<file path="config.mk">
export PLATFORM = sky130hd
export DESIGN_NAME = dac_update_sequencer
export DESIGN_NICKNAME = d
export VERILOG_FILES = /design/src/rtl/dac_update_sequencer.sv
export SDC_FILE = /design/constraint.sdc
export NUM_CORES = 1
export LEC_CHECK = 0
export ABC_AREA = 1
export CAP_MARGIN = 10
export CORE_UTILIZATION = 55
export CTS_BUF_LIST = sky130_fd_sc_hd__clkbuf_8
export CTS_CLUSTER_SIZE = 8
export DETAILED_ROUTE_END_ITERATION = 10
export PLACE_DENSITY = 0.81
export SLEW_MARGIN = 10
export SYNTH_ARGS = -nofsm -noshare
export SYNTH_HDL_FRONTEND = slang
export SYNTH_SLANG_ARGS = --single-unit
export TNS_END_PERCENT = 1
</file>
<file path="constraint.sdc">
create_clock -name clock -period 1.9 [get_ports clock]
set_clock_uncertainty 0.1 [all_clocks]
set_input_delay 0.57 -clock clock [delete_from_list [all_inputs] [get_ports clock]]
set_output_delay 0.57 -clock clock [all_outputs]
set_load 0.005 [all_outputs]
</file>
<file path="src/rtl/dac_update_sequencer.sv">
// Sequences one synchronous DAC update: start selected SPI shifts, wait, pulse LDAC, wait for BUSY.
// Latency: first start strobe 1 cycle after an accepted request; outputs decode from registered state.
// Backpressure: none; a request while busy is dropped (req_dropped pulse), never queued.
module dac_update_sequencer #(
  parameter int DACN     = 2,
  parameter int LDAC_CYC = 2,
  parameter int TIMEOUT  = 255
) (
  input  logic            clock,
  input  logic            reset_n,
  input  logic            update_req,
  input  logic [DACN-1:0] update_mask,
  input  logic [DACN-1:0] fifo_empty,
  input  logic [DACN-1:0] spi_busy,
  input  logic [DACN-1:0] dac_busy_n,
  output logic [DACN-1:0] spi_start_transmit,
  output logic [DACN-1:0] dac_ldac_n,
  output logic            seq_busy,
  output logic            seq_done,
  output logic            seq_error,
  output logic [DACN-1:0] error_mask,
  output logic            req_dropped
);

  localparam int CW = $clog2(TIMEOUT + 1);
  localparam logic [CW-1:0] TMO_LAST    = CW'(TIMEOUT);
  localparam logic [CW-1:0] LDAC_LAST   = CW'(LDAC_CYC - 1);
  localparam logic [CW-1:0] SETTLE_LAST = CW'(1);
  localparam logic [CW-1:0] GUARD_LAST  = CW'(2);

  typedef enum logic [3:0] {
    S_IDLE,
    S_START,
    S_SETTLE,
    S_WAIT_SPI,
    S_LDAC,
    S_GUARD,
    S_WAIT_DAC,
    S_DONE,
    S_ABORT
  } state_t;

  state_t          state_q, state_d;
  logic [CW-1:0]   cnt_q, cnt_d;
  logic [DACN-1:0] active_q, active_d;
  logic [DACN-1:0] error_mask_q, error_mask_d;
  logic [DACN-1:0] busy_meta, busy_sync;
  logic [DACN-1:0] req_active;
  logic [DACN-1:0] spi_pending;
  logic [DACN-1:0] dac_pending;

  // BUSY pins are asynchronous to clock: two-flop synchronizer, idle level is 1
  always_ff @(posedge clock or negedge reset_n) begin
    if (!reset_n) begin
      busy_meta <= '1;
      busy_sync <= '1;
    end else begin
      busy_meta <= dac_busy_n;
      busy_sync <= busy_meta;
    end
  end

  assign req_active  = update_mask & ~fifo_empty;
  assign spi_pending = spi_busy & active_q;
  assign dac_pending = ~busy_sync & active_q;

  // State, phase/timeout counter, latched channel set and abort mask
  always_ff @(posedge clock or negedge reset_n) begin
    if (!reset_n) begin
      state_q      <= S_IDLE;
      cnt_q        <= '0;
      active_q     <= '0;
      error_mask_q <= '0;
    end else begin
      state_q      <= state_d;
      cnt_q        <= cnt_d;
      active_q     <= active_d;
      error_mask_q <= error_mask_d;
    end
  end

  // Next-state and Moore output decode; counter restarts on every state change
  always_comb begin
    state_d            = state_q;
    active_d           = active_q;
    error_mask_d       = error_mask_q;
    spi_start_transmit = '0;
    dac_ldac_n         = '1;
    seq_done           = 1'b0;
    seq_error          = 1'b0;

    case (state_q)
      S_IDLE: begin
        if (update_req) begin
          active_d     = req_active;
          error_mask_d = '0;
          state_d      = (|req_active) ? S_START : S_DONE;
        end
      end
      S_START: begin
        spi_start_transmit = active_q;
        state_d            = S_SETTLE;
      end
      S_SETTLE: begin
        // give the transmitters time to raise busy before it is trusted
        if (cnt_q == SETTLE_LAST) state_d = S_WAIT_SPI;
      end
      S_WAIT_SPI: begin
        if (spi_pending == '0) begin
          state_d = S_LDAC;
        end else if (cnt_q == TMO_LAST) begin
          error_mask_d = spi_pending;
          state_d      = S_ABORT;
        end
      end
      S_LDAC: begin
        dac_ldac_n = ~active_q;
        if (cnt_q == LDAC_LAST) state_d = S_GUARD;
      end
      S_GUARD: begin
        // synchronizer delay plus DAC BUSY assertion time
        if (cnt_q == GUARD_LAST) state_d = S_WAIT_DAC;
      end
      S_WAIT_DAC: begin
        if (dac_pending == '0) begin
          state_d = S_DONE;
        end else if (cnt_q == TMO_LAST) begin
          error_mask_d = dac_pending;
          state_d      = S_ABORT;
        end
      end
      S_DONE: begin
        seq_done = 1'b1;
        state_d  = S_IDLE;
      end
      S_ABORT: begin
        seq_error = 1'b1;
        state_d   = S_IDLE;
      end
      default: begin
        state_d = S_IDLE;
      end
    endcase

    if (state_d != state_q || state_q == S_IDLE) begin
      cnt_d = '0;
    end else begin
      cnt_d = cnt_q + CW'(1);
    end
  end

  assign seq_busy    = (state_q != S_IDLE);
  assign req_dropped = update_req & seq_busy;
  assign error_mask  = error_mask_q;

endmodule
</file>
==> PnR_summary.wiki, run 1 <==
{| class="wikitable"
! Metric !! Value
|-
| Status || finished with violations
|-
| Violated checks || setup timing
|-
| Root Buffer || sky130_fd_sc_hd__clkbuf_8
|-
| Kind of critical path || flip-flop to primary output
|-
| Setup-failing EPs final || 13
|-
| Element type at the critical path start || flip-flop
|-
| Synthesized area per cell || ~8.0 um^2
|-
| Post-Synth Simple-Gate Area || a little over two fifths
|-
| Average wire per cell in the routed design || 15.9 um
|-
| Maximum fanout count along the critical path || 3
|-
| Quantity of I/O buffers inserted on ports || 20
|-
| Placed wire-length estimate || roughly 2.3 mm
|-
| Unique cell type count in the Yosys netlist || 27
|-
| H-tree Lvls || 1
|-
| GR met1 Demand/Resource || 35.2%
|-
| Kind of capture point of the worst setup path || primary output
|-
| Met3 Resource Use GR || 4.24%
|-
| Post-synthesis async set-or-reset flop share || 100%
|-
| Pin count of the biggest net entering global routing || 15
|-
| Ranking of synthesized cells by instance count || 32 x sky130_fd_sc_hd__nand2_1, 19 x sky130_fd_sc_hd__inv_1, 16 x sky130_fd_sc_hd__dfrtp_1
|-
| Total vias in the final route || roughly 1400
|-
| Via density || between 5 and 6
|-
| Layout overhead on the synthesized area || 53.5%
|-
| CTS Hold Bufs || 0
|-
| Total grt overflow || 0
|-
| Setup repair after global routing missed its margin || yes
|-
| Placement Rows || 17
|-
| CTS tree || done
|-
| CP Data Required Time || about 1.2 ns
|-
| Final min period || between 1.5 and 2 ns
|-
| Synthesized instance count || roughly 160
|-
| Complex-gate fraction of the synthesized area || about 4.7%
|-
| Share of layout cells above drive strength 1 || roughly half
|-
| Wire length of the first global-routing pass || 5.91 mm
|-
| Max-capacitance violation count || 0
|-
| Parity-gate share of the synthesized area counting xor and xnor cells || around 3.4%
|-
| Path type of the worst min-delay path || flip-flop to flip-flop
|-
| Cell area after synthesis || about 1300 um^2
|-
| Max Slew Vio Count || 0
|-
| Violation count after the first detailed-route iteration || 29
|-
| Vertical extent of the die || just over 50 um
|-
| Final TNS setup || -0.295 ns
|-
| Most Used Layer, Global Route || met2
|-
| Synth top area cells || sky130_fd_sc_hd__dfrtp_1 31%, sky130_fd_sc_hd__nand2_1 9.3%, sky130_fd_sc_hd__dfstp_2 8.1%
|-
| Area of the core || approximately 2200 um^2
|-
| Synth Register Bits || 20
|-
| Post-synth top area cell || sky130_fd_sc_hd__dfrtp_1
|-
| Initial Util || between 50 and 60%
|-
| Clock Sinks || 20
|-
| Boundary Pins || 21
|-
| Synthesized netlist net count || ~180
|-
| Pin slew with the least headroom to its limit || about 0.37 ns
|-
| DRC errors left || 0
|-
| Antenna cell count || 0
|-
| Timing-limited maximum frequency || approximately 0.52 GHz
|-
| Main combinational cell family by area after synthesis || simple AND/OR/NAND/NOR gates
|-
| Share of synthesized cell area in full adder, half adder and majority cells || roughly 2.9%
|-
| Area share of the largest cell type after synthesis || a little under a third
|-
| Dominant cell by count in the synthesized netlist || sky130_fd_sc_hd__nand2_1
|-
| Portion of netlist area occupied by mux cells || 0%
|-
| Met2 track utilization from global routing || a little under three fifths
|-
| Die width || 50.5 um
|-
| Area of placed instances || 1690 um^2
|-
| Number of endpoints with negative hold slack in the final report || 0
|-
| Final weighted congestion in routability-driven placement || 0.892
|-
| Overall die area || ~2600 um^2
|-
| Part of the Yosys area used for sequential elements || between 30% and 40%
|-
| Final layout net count || approximately 240
|-
| Cts bufs inserted || 3
|-
| Final period util || 102%
|-
| Signal arrival time at the worst endpoint || about 1.3 ns
|-
| Number of global-route vias before repair || about 1400
|-
| Synth Warn # || 0
|-
| Final instance area || between 1500 and 2000 um^2
|-
| Most used DFF post-synth || sky130_fd_sc_hd__dfrtp_1
|-
| Relative max-transition margin || 75.1%
|-
| Number of flops mapped to enable cells by yosys || 0
|-
| Clock input transition at the sequential cells of the worst setup and hold paths || about 0.07 ns
|-
| Cell area power density || around 1500 nW/um^2
|-
| Final hold slack || 0.259 ns
|-
| Source-to-sink clock delay at the later pin of the worst-skew pair || 0.26 ns
|-
| Final Worst Setup Slack || -0.0374 ns
|-
| Routed WL || a little under 4 mm
|-
| Max Buffers Root-to-Sink || 2
|-
| GRT Util Overall || about a third
|-
| Initial antenna violation count || 0
|-
| Leakage power figure || 0.958 nW
|-
| VDD IR max || between 0.001 and 0.0015 V
|-
| Final antenna-violating net count || 0
|-
| Detailed Routing Iterations Pass 1 || 4
|}
## critical path: stages, from the launching register on
cell and delay [ns]:
sky130_fd_sc_hd__dfrtp_2 0.45, sky130_fd_sc_hd__buf_4 0.16, sky130_fd_sc_hd__inv_2 0.07, sky130_fd_sc_hd__nand2_2 0.10, sky130_fd_sc_hd__nor2_2 0.11, sky130_fd_sc_hd__clkbuf_2 0.12
## cell usage in the layout, fill, tap and decap left out, types with 2 or more instances in the layout
cell type	instances
sky130_fd_sc_hd__buf_4	31
sky130_fd_sc_hd__nand2_1	24
sky130_fd_sc_hd__inv_1	17
sky130_fd_sc_hd__dfrtp_1	14
sky130_fd_sc_hd__nand2_2	12
sky130_fd_sc_hd__nor2_2	9
sky130_fd_sc_hd__nor2_1	9
sky130_fd_sc_hd__clkdlybuf4s50_1	9
sky130_fd_sc_hd__nor2_4	8
sky130_fd_sc_hd__nand3_1	8
sky130_fd_sc_hd__inv_2	5
sky130_fd_sc_hd__o21ai_0	5
sky130_fd_sc_hd__nor3_2	5
sky130_fd_sc_hd__buf_6	5
sky130_fd_sc_hd__nand2_4	4
sky130_fd_sc_hd__nand3_2	4
sky130_fd_sc_hd__nand4_1	4
sky130_fd_sc_hd__nor3_4	4
sky130_fd_sc_hd__dfstp_2	4
sky130_fd_sc_hd__clkbuf_8	4
sky130_fd_sc_hd__clkbuf_2	4
sky130_fd_sc_hd__buf_2	4
sky130_fd_sc_hd__nand3_4	3
sky130_fd_sc_hd__a21oi_1	3
sky130_fd_sc_hd__xor2_1	3
sky130_fd_sc_hd__ha_1	3
sky130_fd_sc_hd__inv_4	2
sky130_fd_sc_hd__nor3_1	2
sky130_fd_sc_hd__xnor2_1	2
sky130_fd_sc_hd__dlymetal6s2s_1	2
sky130_fd_sc_hd__dfrtp_2	2
## per-stage QoR
stage | power (mW) | utilization, % | setup WS, ns | instances
6_report | 2.91 | 89.9 | -0.0374 | 249
5_1_grt | 3.07 | 89.9 | -0.171 | 249
4_1_cts | 2.51 | 83.4 | -0.0826 | 246
3_5_place_dp | 1.98 | 76.4 | -0.457 | 231
3_3_place_gp | 1.92 | 76.4 | -0.451 | 231
2_1_floorplan | 1.46 | - | 0.258 | 162
## flip-flops by register name (all words and copies together), names as in the netlist
name,count
busy_sync,2
busy_meta,2
state_q,4
active_q,2
error_mask,2
cnt_q,8
## metal layers
metal	vias up	share of wire, %
met1	656	38
li1	631	-
met5	-	0
met2	67	53
met3	18	4.5
met4	0	4.4
## timing repair
action	4_1_cts	5_1_grt
gates resized for setup	34	41
hold endpoints to repair	0	0
setup endpoints to repair	8	19
setup buffers	11	4
pin swaps	7	25
## cell families after synthesis
| family | Yosys count |
|---|---|
| AND/OR/NAND/NOR | 98 |
| buffers and inverters | 25 |
| flip-flops | 20 |
| AO/OA/AOI/OAI | 11 |
| XOR/XNOR | 5 |
| adder cells (fa/ha/maj) | 3 |
## area by class of cell
| cell class | count | area, um^2 |
|---|---|---|
| clock buffer | 4 | 55.1 |
| sequential | 20 | 508 |
| fill | 101 | 223 |
| inverter | 24 | 95.1 |
| timing repair buffer | 56 | 453 |
| tap | 28 | 35.0 |
| multi-input combinational | 117 | 843 |
## final timing paths
path,start,end,slack [ns],cells after the start
min reg2reg,busy_meta[1],busy_sync[1],0.26,0
max in group asynchronous,reset_n,state_q[3],0.73,2
min,busy_meta[1],busy_sync[1],0.26,0
max,state_q[3],seq_done,-0.04,5
min in group asynchronous,reset_n,active_q[0],0.46,1
max reg2reg,state_q[3],cnt_q[3],-0.03,10
## power breakdown
part           internal (mW)  leakage (nW)  switching, mW
clock network          0.184        0.0288          0.134
registers              0.524         0.253         0.0813
logic                  0.820         0.676           1.17
total                   1.53         0.958           1.38
Note: power is estimated with default switching activity, not from simulation.
==> run 2, diff against run 1 <==
--- a/config.mk
+++ b/config.mk
@@ -6,7 +6,8 @@
 export NUM_CORES = 1
 export LEC_CHECK = 0
 export ABC_AREA = 1
-export CAP_MARGIN = 10
+export CAP_MARGIN = 30
+export CORE_MARGIN = 2
 export CORE_UTILIZATION = 55
 export CTS_BUF_LIST = sky130_fd_sc_hd__clkbuf_8
 export CTS_CLUSTER_SIZE = 8
==> run 2 against run 1 <==
The run still ends with setup timing left. Clock power down 8.5%. Sequential share of layout area up 0.78 points. Combinational power down 10%. Global-route usage down 3.5 points. Largest cell class unchanged.
==> PnR_summary.wiki, run 2 (synthesis results as in run 1) <==
{| class="wikitable"
! Metric !! Value
|-
| Status || finished with violations
|-
| Violated checks || setup timing
|-
| CTS tree || done
|-
| Commonest cells after routing, fill and taps aside || 30 x sky130_fd_sc_hd__buf_4, 21 x sky130_fd_sc_hd__nand2_1, 18 x sky130_fd_sc_hd__inv_1
|-
| CTS Hold Bufs || 0
|-
| Commonest non-fill, non-tap cell in the layout || sky130_fd_sc_hd__buf_4
|-
| Count of non-filler cells in the finished layout || about 250
|-
| Number of endpoints with negative hold slack in the final report || 0
|-
| Endpoint, Worst Hold || busy_sync[1]
|-
| CP Cell Sequence || buf_6 > buf_6 > inv_6 > nand2_4 > nor2_4 > nand2_2 > nor2_2 > nor2_4 > nand4_1 > nand2_4 > nor3_2
|-
| Initial antenna violation count || 0
|-
| Max Slew Vio Count || 0
|-
| Timing-limited maximum frequency || ~0.51 GHz
|-
| Average wire per cell in the routed design || 15.4 um
|-
| Layout overhead on the synthesized area || 48.9%
|-
| Worst hold path startpoint || busy_meta[1]
|-
| Reg2Reg Setup Slack || -0.06 ns
|-
| CP bufs+invs || 3
|-
| Setup repair after global routing missed its margin || yes
|-
| Reg-to-Reg Start || state_q[3]
|-
| Maximum fanout count along the critical path || 8
|-
| VDD IR max || roughly 0.00086 V
|-
| Total grt overflow || 0
|-
| Final layout net count || ~230
|-
| GRT Util Overall || ~28%
|-
| Max Buffers Root-to-Sink || 2
|-
| Path type of the worst min-delay path || flip-flop to flip-flop
|-
| Worst hold path depth || 0
|-
| Placed wire-length estimate || 2.23 mm
|-
| Violation count after the first detailed-route iteration || 25
|-
| Kind of critical path || flip-flop to flip-flop
|-
| Placement Rows || 17
|-
| Reg2Reg Depth || 11
|-
| Final period util || 103%
|-
| Final weighted congestion in routability-driven placement || between 0.9 and 1
|-
| Initial Util || roughly three fifths
|-
| Setup-failing EPs final || 11
|-
| H-tree Lvls || 1
|-
| CP Data Required Time || a little under 2 ns
|-
| Number of global-route vias before repair || ~1300
|-
| Final min period || approximately 2.0 ns
|-
| DP Cell Count || 231
|-
| Kind of cell with the highest combined delay on the critical path || simple AND/OR/NAND/NOR gates
|-
| Final instance area || about 1900 um^2
|-
| Largest incremental delay on the critical path || approximately 0.45 ns
|-
| Area of the core || around 2200 um^2
|-
| Pin count of the biggest net entering global routing || 21
|-
| Total vias in the final route || 1306
|-
| Reg-to-reg critical path endpoint || cnt_q[6]
|-
| Leakage power figure || a little over 0.9 nW
|-
| Kind of capture point of the worst setup path || flip-flop
|-
| Clock Sinks || 20
|-
| Register bank with the most flops || cnt_q
|-
| Signal arrival time at the worst endpoint || between 2 and 2.5 ns
|-
| Routed WL || about 3.8 mm
|-
| Boundary Pins || 21
|-
| Wire length of the first global-routing pass || ~5.5 mm
|-
| Area of placed instances || between 1500 and 2000 um^2
|-
| Registers with the most flip-flops || cnt_q (8), state_q (4)
|-
| DRC errors left || 0
|-
| Final Worst Setup Slack || -0.0551 ns
|-
| Antenna cell count || 0
|-
| Max-capacitance violation count || 0
|-
| Detailed Routing Iterations Pass 1 || 4
|-
| Root Buffer || sky130_fd_sc_hd__clkbuf_8
|-
| Post-route core utilization || 87.3%
|-
| Flip-flop count of the largest register, all copies and words added || 8
|-
| Worst path slowest cell || sky130_fd_sc_hd__dfrtp_2
|-
| Source-to-sink clock delay at the later pin of the worst-skew pair || around 0.27 ns
|-
| Via density || around 5.3
|-
| Pin slew with the least headroom to its limit || 0.270 ns
|-
| Final antenna-violating net count || 0
|-
| Relative max-transition margin || roughly four fifths
|-
| Clock input transition at the sequential cells of the worst setup and hold paths || approximately 0.07 ns
|-
| Share of layout cells above drive strength 1 || 50.7%
|-
| Vertical extent of the die || 52.5 um
|-
| Die width || roughly 53 um
|-
| Element type at the critical path start || flip-flop
|-
| Overall die area || approximately 2800 um^2
|-
| Cts bufs inserted || 3
|-
| Cell area power density || between 1000 and 1500 nW/um^2
|-
| Quantity of I/O buffers inserted on ports || 20
|}
## run 2: cell types whose count changed in the layout (fill, tap and decap cells not counted), sizes merged
| cell | delta |
|---|---|
| clkbuf | -2 |
| buf | -1 |
| inv | +1 |
## run 2: worst max-delay path by stage
stage	startpoint	end	slack, ns	cells past startpoint
5_1_grt	state_q[3]	cnt_q[6]	-0.12	11
4_1_cts	state_q[3]	dac_ldac_n[0]	-0.08	6
3_3_place_gp	update_req	req_dropped	-0.45	4
2_1_floorplan	cnt_q[0]	cnt_q[0]	0.26	11
3_5_place_dp	update_req	req_dropped	-0.46	4
6_report	state_q[3]	cnt_q[6]	-0.06	11
## run 2: what timing repair did
action / CTS / global route
setup buffers: 13 / 0
pin swaps: 8 / 20
gates resized for setup: 35 / 38
endpoints found under the setup margin: 9 / 18
## run 2: per-stage QoR
step	TNS, ns	power (mW)	hold slack, ns	setup WS (ns)
floorplan	0	1.46	0.174	0.258
global placement	-2.87	1.92	0.247	-0.448
detailed placement	-3.20	1.97	0.251	-0.457
CTS	-0.327	2.45	0.261	-0.0758
global route	-1.31	2.83	0.266	-0.122
finish	-0.286	2.69	0.259	-0.0551
## run 2: power by group
part | internal, mW | switching (mW) | leakage, nW | total, mW
combinational | 0.761 | 1.03 | 0.650 | 1.79
clock | 0.144 | 0.148 | 0.0269 | 0.292
sequential | 0.524 | 0.0813 | 0.253 | 0.605
total | 1.43 | 1.26 | 0.930 | 2.69
## run 2: final cells by class
type / count / area, um^2
well taps: 28 / 35.0
inverters: 24 / 97.6
flip-flops and latches: 20 / 508
fillers: 120 / 282
clock buffers: 3 / 41.3
multi-input cells: 117 / 811
clock inverters: 1 / 3.75
repair buffers: 54 / 434
## run 2: metal layers
metal | up-vias | global-route usage (%) | share of wire, %
li1 | 629 | - | -
met1 | 630 | 32.7 | 41
met2 | 38 | 50.2 | 53
met3 | 9 | 2.86 | 3.6
met4 | 0 | 14.1 | 2.0
met5 | - | 0 | 0
==> run 3, diff against run 2 <==
--- a/config.mk
+++ b/config.mk
@@ -9,10 +9,11 @@
 export CAP_MARGIN = 30
 export CORE_MARGIN = 2
 export CORE_UTILIZATION = 55
-export CTS_BUF_LIST = sky130_fd_sc_hd__clkbuf_8
+export CTS_BUF_LIST = sky130_fd_sc_hd__clkbuf_4 sky130_fd_sc_hd__clkbuf_8
 export CTS_CLUSTER_SIZE = 8
 export DETAILED_ROUTE_END_ITERATION = 10
 export PLACE_DENSITY = 0.81
+export REMOVE_ABC_BUFFERS = 1
 export SLEW_MARGIN = 10
 export SYNTH_ARGS = -nofsm -noshare
 export SYNTH_HDL_FRONTEND = slang
==> run 3 against run 2 <==
The flow still finishes with violations (setup timing). Sequential cell count stayed put. Sequential share of layout area is 1.2 points higher. Routed wire length is 8.3% lower. Count of clock-buffer cells in the layout stayed put. Fmax is 1.5% lower. Power is 2.9% lower. Combinational power is 7% lower. Cell count is 1.6% lower. Clock power is 21% higher. Largest cell class unchanged. Highest routed layer unchanged.
==> PnR_summary.wiki, run 3 (synthesis results as in run 1) <==
{| class="wikitable"
! Metric !! Value
|-
| Total grt overflow || 0
|-
| Root Buffer || sky130_fd_sc_hd__clkbuf_4
|-
| Top layer reached by signal wires || met4
|-
| Status || finished with violations
|-
| Final TNS setup || -0.487 ns
|-
| DP Cell Count || about 230
|-
| Max-capacitance violation count || 0
|-
| H-tree Lvls || 1
|-
| Final min period || 1.98 ns
|-
| Quantity of I/O buffers inserted on ports || 20
|-
| Final period util || 104%
|-
| Max Slew Vio Count || 0
|-
| Worst slack at placement || -0.499 ns
|-
| Clock Sinks || 20
|-
| Setup repair after global routing missed its margin || yes
|-
| Average wire per cell in the routed design || 14.3 um
|-
| Setup-failing EPs final || 11
|-
| Maximum fanout count along the critical path || 3
|-
| Boundary Pins || 21
|-
| Area of the core || around 2200 um^2
|-
| Path type of the worst min-delay path || flip-flop to flip-flop
|-
| GRT Util Overall || between 20% and 30%
|-
| Routed WL || between 3 and 4 mm
|-
| Cell area power density || about 1400 nW/um^2
|-
| Timing-limited maximum frequency || 0.504 GHz
|-
| Routed length on met2 || 1.87 mm
|-
| Violation count after the first detailed-route iteration || 40
|-
| VDD IR max || between 0.001 and 0.0015 V
|-
| Reg2Reg Depth || 9
|-
| Source-to-sink clock delay at the later pin of the worst-skew pair || approximately 0.31 ns
|-
| Final instance area || between 1500 and 2000 um^2
|-
| Final Worst Setup Slack || -0.0844 ns
|-
| M1 wire length || 1.40 mm
|-
| Final weighted congestion in routability-driven placement || 0.934
|-
| Final layout net count || 230
|-
| Final antenna-violating net count || 0
|-
| Commonest cells after routing, fill and taps aside || 28 x sky130_fd_sc_hd__nand2_1, 26 x sky130_fd_sc_hd__buf_4, 15 x sky130_fd_sc_hd__inv_1
|-
| Reg-to-Reg Start || state_q[3]
|-
| Met3 WL post-DR || roughly 130 um
|-
| Share of layout cells above drive strength 1 || a little under half
|-
| Reg2Reg Setup Slack || -0.01 ns
|-
| Initial antenna violation count || 0
|-
| Register bank with the most flops || cnt_q
|-
| Endpoint, Worst Hold || busy_sync[0]
|-
| Registers with the most flip-flops || cnt_q (8), state_q (4)
|-
| Area of placed instances || about 1700 um^2
|-
| Die width || 52.5 um
|-
| Cts bufs inserted || 3
|-
| Relative max-transition margin || around four fifths
|-
| Kind of capture point of the worst setup path || primary output
|-
| Vertical extent of the die || 52.5 um
|-
| Final hold slack || approximately 0.27 ns
|-
| Violated checks || setup timing
|-
| Leakage power figure || 0.891 nW
|-
| CTS tree || done
|-
| Flip-flop count of the largest register, all copies and words added || 8
|-
| Count of non-filler cells in the finished layout || about 240
|-
| Initial Util || 58.6%
|-
| Layout overhead on the synthesized area || 42.4%
|-
| Placed wire-length estimate || around 2.3 mm
|-
| Worst hold path startpoint || busy_meta[0]
|-
| Number of global-route vias before repair || ~1300
|-
| Commonest non-fill, non-tap cell in the layout || sky130_fd_sc_hd__nand2_1
|-
| Pin slew with the least headroom to its limit || 0.277 ns
|-
| Antenna cell count || 0
|-
| Element type at the critical path start || flip-flop
|-
| Clock input transition at the sequential cells of the worst setup and hold paths || around 0.12 ns
|-
| Placement Rows || 17
|-
| Total vias in the final route || between 1000 and 1500
|-
| Number of endpoints with negative hold slack in the final report || 0
|-
| Worst hold path depth || 0
|-
| Overall die area || approximately 2800 um^2
|-
| Detailed Routing Iterations Pass 1 || 4
|-
| CP Data Required Time || approximately 1.2 ns
|-
| Kind of critical path || flip-flop to primary output
|-
| Signal arrival time at the worst endpoint || 1.31 ns
|-
| Reg-to-reg critical path endpoint || cnt_q[5]
|-
| Wire length of the first global-routing pass || ~5.6 mm
|-
| DRC errors left || 0
|-
| Max Buffers Root-to-Sink || 2
|-
| Pin count of the biggest net entering global routing || 21
|-
| Via density || 5.35
|}
-- run 3: changes by cell type in the layout (fill, tap and decap cells not counted), moves of 3 or more --
cell                       previous run  this run
sky130_fd_sc_hd__buf_4               30        26
sky130_fd_sc_hd__nand2_1             21        28
sky130_fd_sc_hd__clkbuf_8             3         0
sky130_fd_sc_hd__inv_2                5         8
sky130_fd_sc_hd__nand2_2             15         9
sky130_fd_sc_hd__clkbuf_4             0         3
sky130_fd_sc_hd__inv_1               18        15
sky130_fd_sc_hd__nor2_4               7         4
sky130_fd_sc_hd__nor2_1               9        12
-- run 3: worst max path at each step --
stage | from | to | cells past startpoint | slack [ns]
2_1_floorplan | cnt_q[0] | cnt_q[0] | 11 | 0.26
3_3_place_gp | update_req | req_dropped | 4 | -0.45
3_5_place_dp | update_req | req_dropped | 4 | -0.50
4_1_cts | state_q[3] | spi_start_transmit[0] | 5 | -0.08
5_1_grt | state_q[3] | req_dropped | 6 | -0.14
6_report | state_q[3] | req_dropped | 6 | -0.08
-- run 3: layout make-up --
| cell class | count | area, um^2 |
|---|---|---|
| clock buffers | 3 | 22.5 |
| clock inverters | 1 | 30.0 |
| fillers | 131 | 367 |
| inverters | 24 | 92.6 |
| multi-input cells | 117 | 758 |
| flip-flops and latches | 20 | 508 |
| well taps | 28 | 35.0 |
| repair buffers | 50 | 399 |
-- run 3: critical path: stages (launching register included) --
cell                      delay (ns)
sky130_fd_sc_hd__dfrtp_2        0.47
sky130_fd_sc_hd__nor2_4         0.14
sky130_fd_sc_hd__inv_2          0.06
sky130_fd_sc_hd__nor2_4         0.08
sky130_fd_sc_hd__buf_6          0.10
sky130_fd_sc_hd__nor2_2         0.03
sky130_fd_sc_hd__buf_2          0.11
-- run 3: stage by stage --
stage	power, mW	utilization (%)
detailed placement	1.97	76.4
floorplan	1.45	-
finish	2.61	83.4
global route	2.76	83.4
global placement	1.93	76.4
CTS	2.52	82.2
-- run 3: report_power, final --
part / switching (mW) / internal (mW)
Sequential: 0.0763 / 0.523
Clock: 0.138 / 0.213
Combinational: 0.951 / 0.712
Total: 1.17 / 1.45
-- run 3: repair_timing --
action / CTS / global route
gates resized for setup: 47 / 12
pin swaps: 9 / 12
setup buffers: 10 / 0
hold buffers: 0 / 0
setup endpoints to repair: 8 / 18
-- run 3: layer usage --
| metal | global-route usage, % | up-vias |
|---|---|---|
| met3 | 2.29 | 10 |
| met2 | 53.5 | 40 |
| li1 | - | 621 |
| met5 | 0 | - |
| met1 | 29.0 | 628 |
| met4 | 13.7 | 0 |
==> RTL edit: new RTL, flow settings as in run 2 <==
`DACN`: 2 -> 1.
--- a/src/rtl/dac_update_sequencer.sv
+++ b/src/rtl/dac_update_sequencer.sv
@@ -3,5 +3,5 @@
 // Backpressure: none; a request while busy is dropped (req_dropped pulse), never queued.
 module dac_update_sequencer #(
-  parameter int DACN     = 2,
+  parameter int DACN     = 1,
   parameter int LDAC_CYC = 2,
   parameter int TIMEOUT  = 255
Interface: changed (7 resized); port bits go from 21 to 14. No check against the original RTL was run, so the function may have changed too.
==> RTL edit against run 2 <==
  * The flow still finishes with violations (negative setup slack)
  * Cell area shrank 19%
  * Power shrank 13%
  * Critical endpoint is now cnt_q[2]
  * Area after synthesis shrank 17%
  * Worst setup slack worse by 0.064 ns
  * Wire length fell by 3.9%
  * Sequential cell count fell by 4
  * First-iteration DRC count increased to 3.1 times the old value
==> RTL edit: results (changes against run 2) <==
[outcome]
status = finished with violations  ; unchanged
failed_checks = negative setup slack  ; unchanged

[logic_synthesis]
synth_commonest_cells = sky130_fd_sc_hd__nand2_1, sky130_fd_sc_hd__nor2_1, sky130_fd_sc_hd__dfrtp_1, sky130_fd_sc_hd__inv_1, sky130_fd_sc_hd__nor2_2  ; was sky130_fd_sc_hd__nand2_1, sky130_fd_sc_hd__inv_1, sky130_fd_sc_hd__dfrtp_1
synth_fp_nets = 151  ; was 176
part_of_the_yosys_area_used_for_sequential_elements_pct = 37.4  ; was 39.0%

[detailed_routing]
drt-initial-drc-count = 77  ; was 25
met2_wirelength_um = 1790  ; was 2020 um
detail_route.wl_per_cell_um = 17.4  ; was 15.4 um
routed_via_density = 5.53  ; was 5.29

[timing]
finalHoldWorstSlack_ns = 0.261  ; was 0.259 ns
timing.final.ws_setup_ns = -0.119  ; was -0.0551 ns
fin_setup_tns_ns = -0.865  ; was -0.286 ns
max-slew-margin-rel_pct = 80.0  ; was 81.8%
setup_viol_count_final = 9  ; was 11

[pwr]
irDropWorstVdd_v = 0.000986  ; was 0.000855 V

[layout]
layout-drive-gt1-share_pct = 54.1  ; was 50.7%
num-clock-buffers = 4  ; was 3
num-multi-input-gates = 106  ; was 117
proportion_of_cell_area_occupied_by_registers_pct = 26.0  ; was 26.3%
fillers = 78  ; was 120
signal_buffers = 40  ; was 54
multi_input_area_sq_um = 689  ; was 811 sq um

[global_route]
number_of_global_route_vias_before_repair = 996  ; was 1,318
grtUsageMet2_pct = 47.6  ; was 50.2%
grt_pass1_wl_um = 4440  ; was 5540 um
grt_util_met3_pct = 3.70  ; was 2.86%

[worst_setup_path]
worst_ep_arrival_time_ns = 2.12  ; was 2.04 ns
crit_path_top_delay_cell = sky130_fd_sc_hd__clkdlybuf4s50_1  ; was sky130_fd_sc_hd__dfrtp_2
timing.rr.end = cnt_q[2]  ; was cnt_q[6]

[placement]
place.port_buffers = 13  ; was 20
placed_cell_area_sq_um = 1390  ; was 1690 sq um
post_placement_setup_slack_ns = -0.449  ; was -0.457 ns
place_congestion = 0.844  ; was 0.922

[hold_path]
hold_end = busy_sync  ; was busy_sync[1]

==> RTL edit: cell types whose count changed in the layout (fill, tap and decap cells not counted), sizes merged, moves of 2 or more <==
cell	before	now
nand3	15	8
clkbuf	6	8
nor2	26	38
inv	25	19
o21ai	5	1
dlymetal6s2s	2	0
dfstp	4	2
nor3	11	3
dfrtp	16	14
buf	39	29
clkdlybuf4s50	9	6
==> RTL edit: metrics by stage <==
step                instances  util, %
finish                    210     87.9
detailed placement        199     77.8
floorplan                 141        -
global route              210     87.9
CTS                       203     81.3
global placement          199     77.8
==> RTL edit: worst max-delay path by stage <==
stage                start           to  cells past startpoint
6_report       update_mask     cnt_q[2]                     11
3_5_place_dp    update_req  req_dropped                      4
5_1_grt         state_q[1]     cnt_q[2]                     13
3_3_place_gp    update_req  req_dropped                      4
4_1_cts         state_q[2]     seq_busy                      5
2_1_floorplan     cnt_q[0]     cnt_q[0]                     13
==> RTL edit: cells by family (layout without fill, tap and decap cells) <==
kind of cell,after synthesis,in the layout,share of synthesized area (%)
AO/OA/AOI/OAI,4,4,2.44
XOR/XNOR,6,6,4.88
AND/OR/NAND/NOR,93,93,45.1
buffers and inverters,19,63,6.63
flip-flops,16,16,37.4
adder cells (fa/ha/maj),3,3,3.49
==> RTL edit: report_power, final <==
| group | internal, mW | switching (mW) | leakage, nW | total [mW] |
|---|---|---|---|---|
| Combinational | 0.635 | 0.897 | 0.531 | 1.53 |
| Clock | 0.185 | 0.142 | 0.0288 | 0.327 |
| Sequential | 0.405 | 0.0754 | 0.204 | 0.481 |
| Total | 1.22 | 1.11 | 0.764 | 2.34 |
==> RTL edit: what timing repair did <==
item | in CTS | in global routing
setup endpoints to repair | 14 | 13
buffers inserted | 0 | 7
pin swaps | 2 | 21
gates resized for setup | 23 | 31
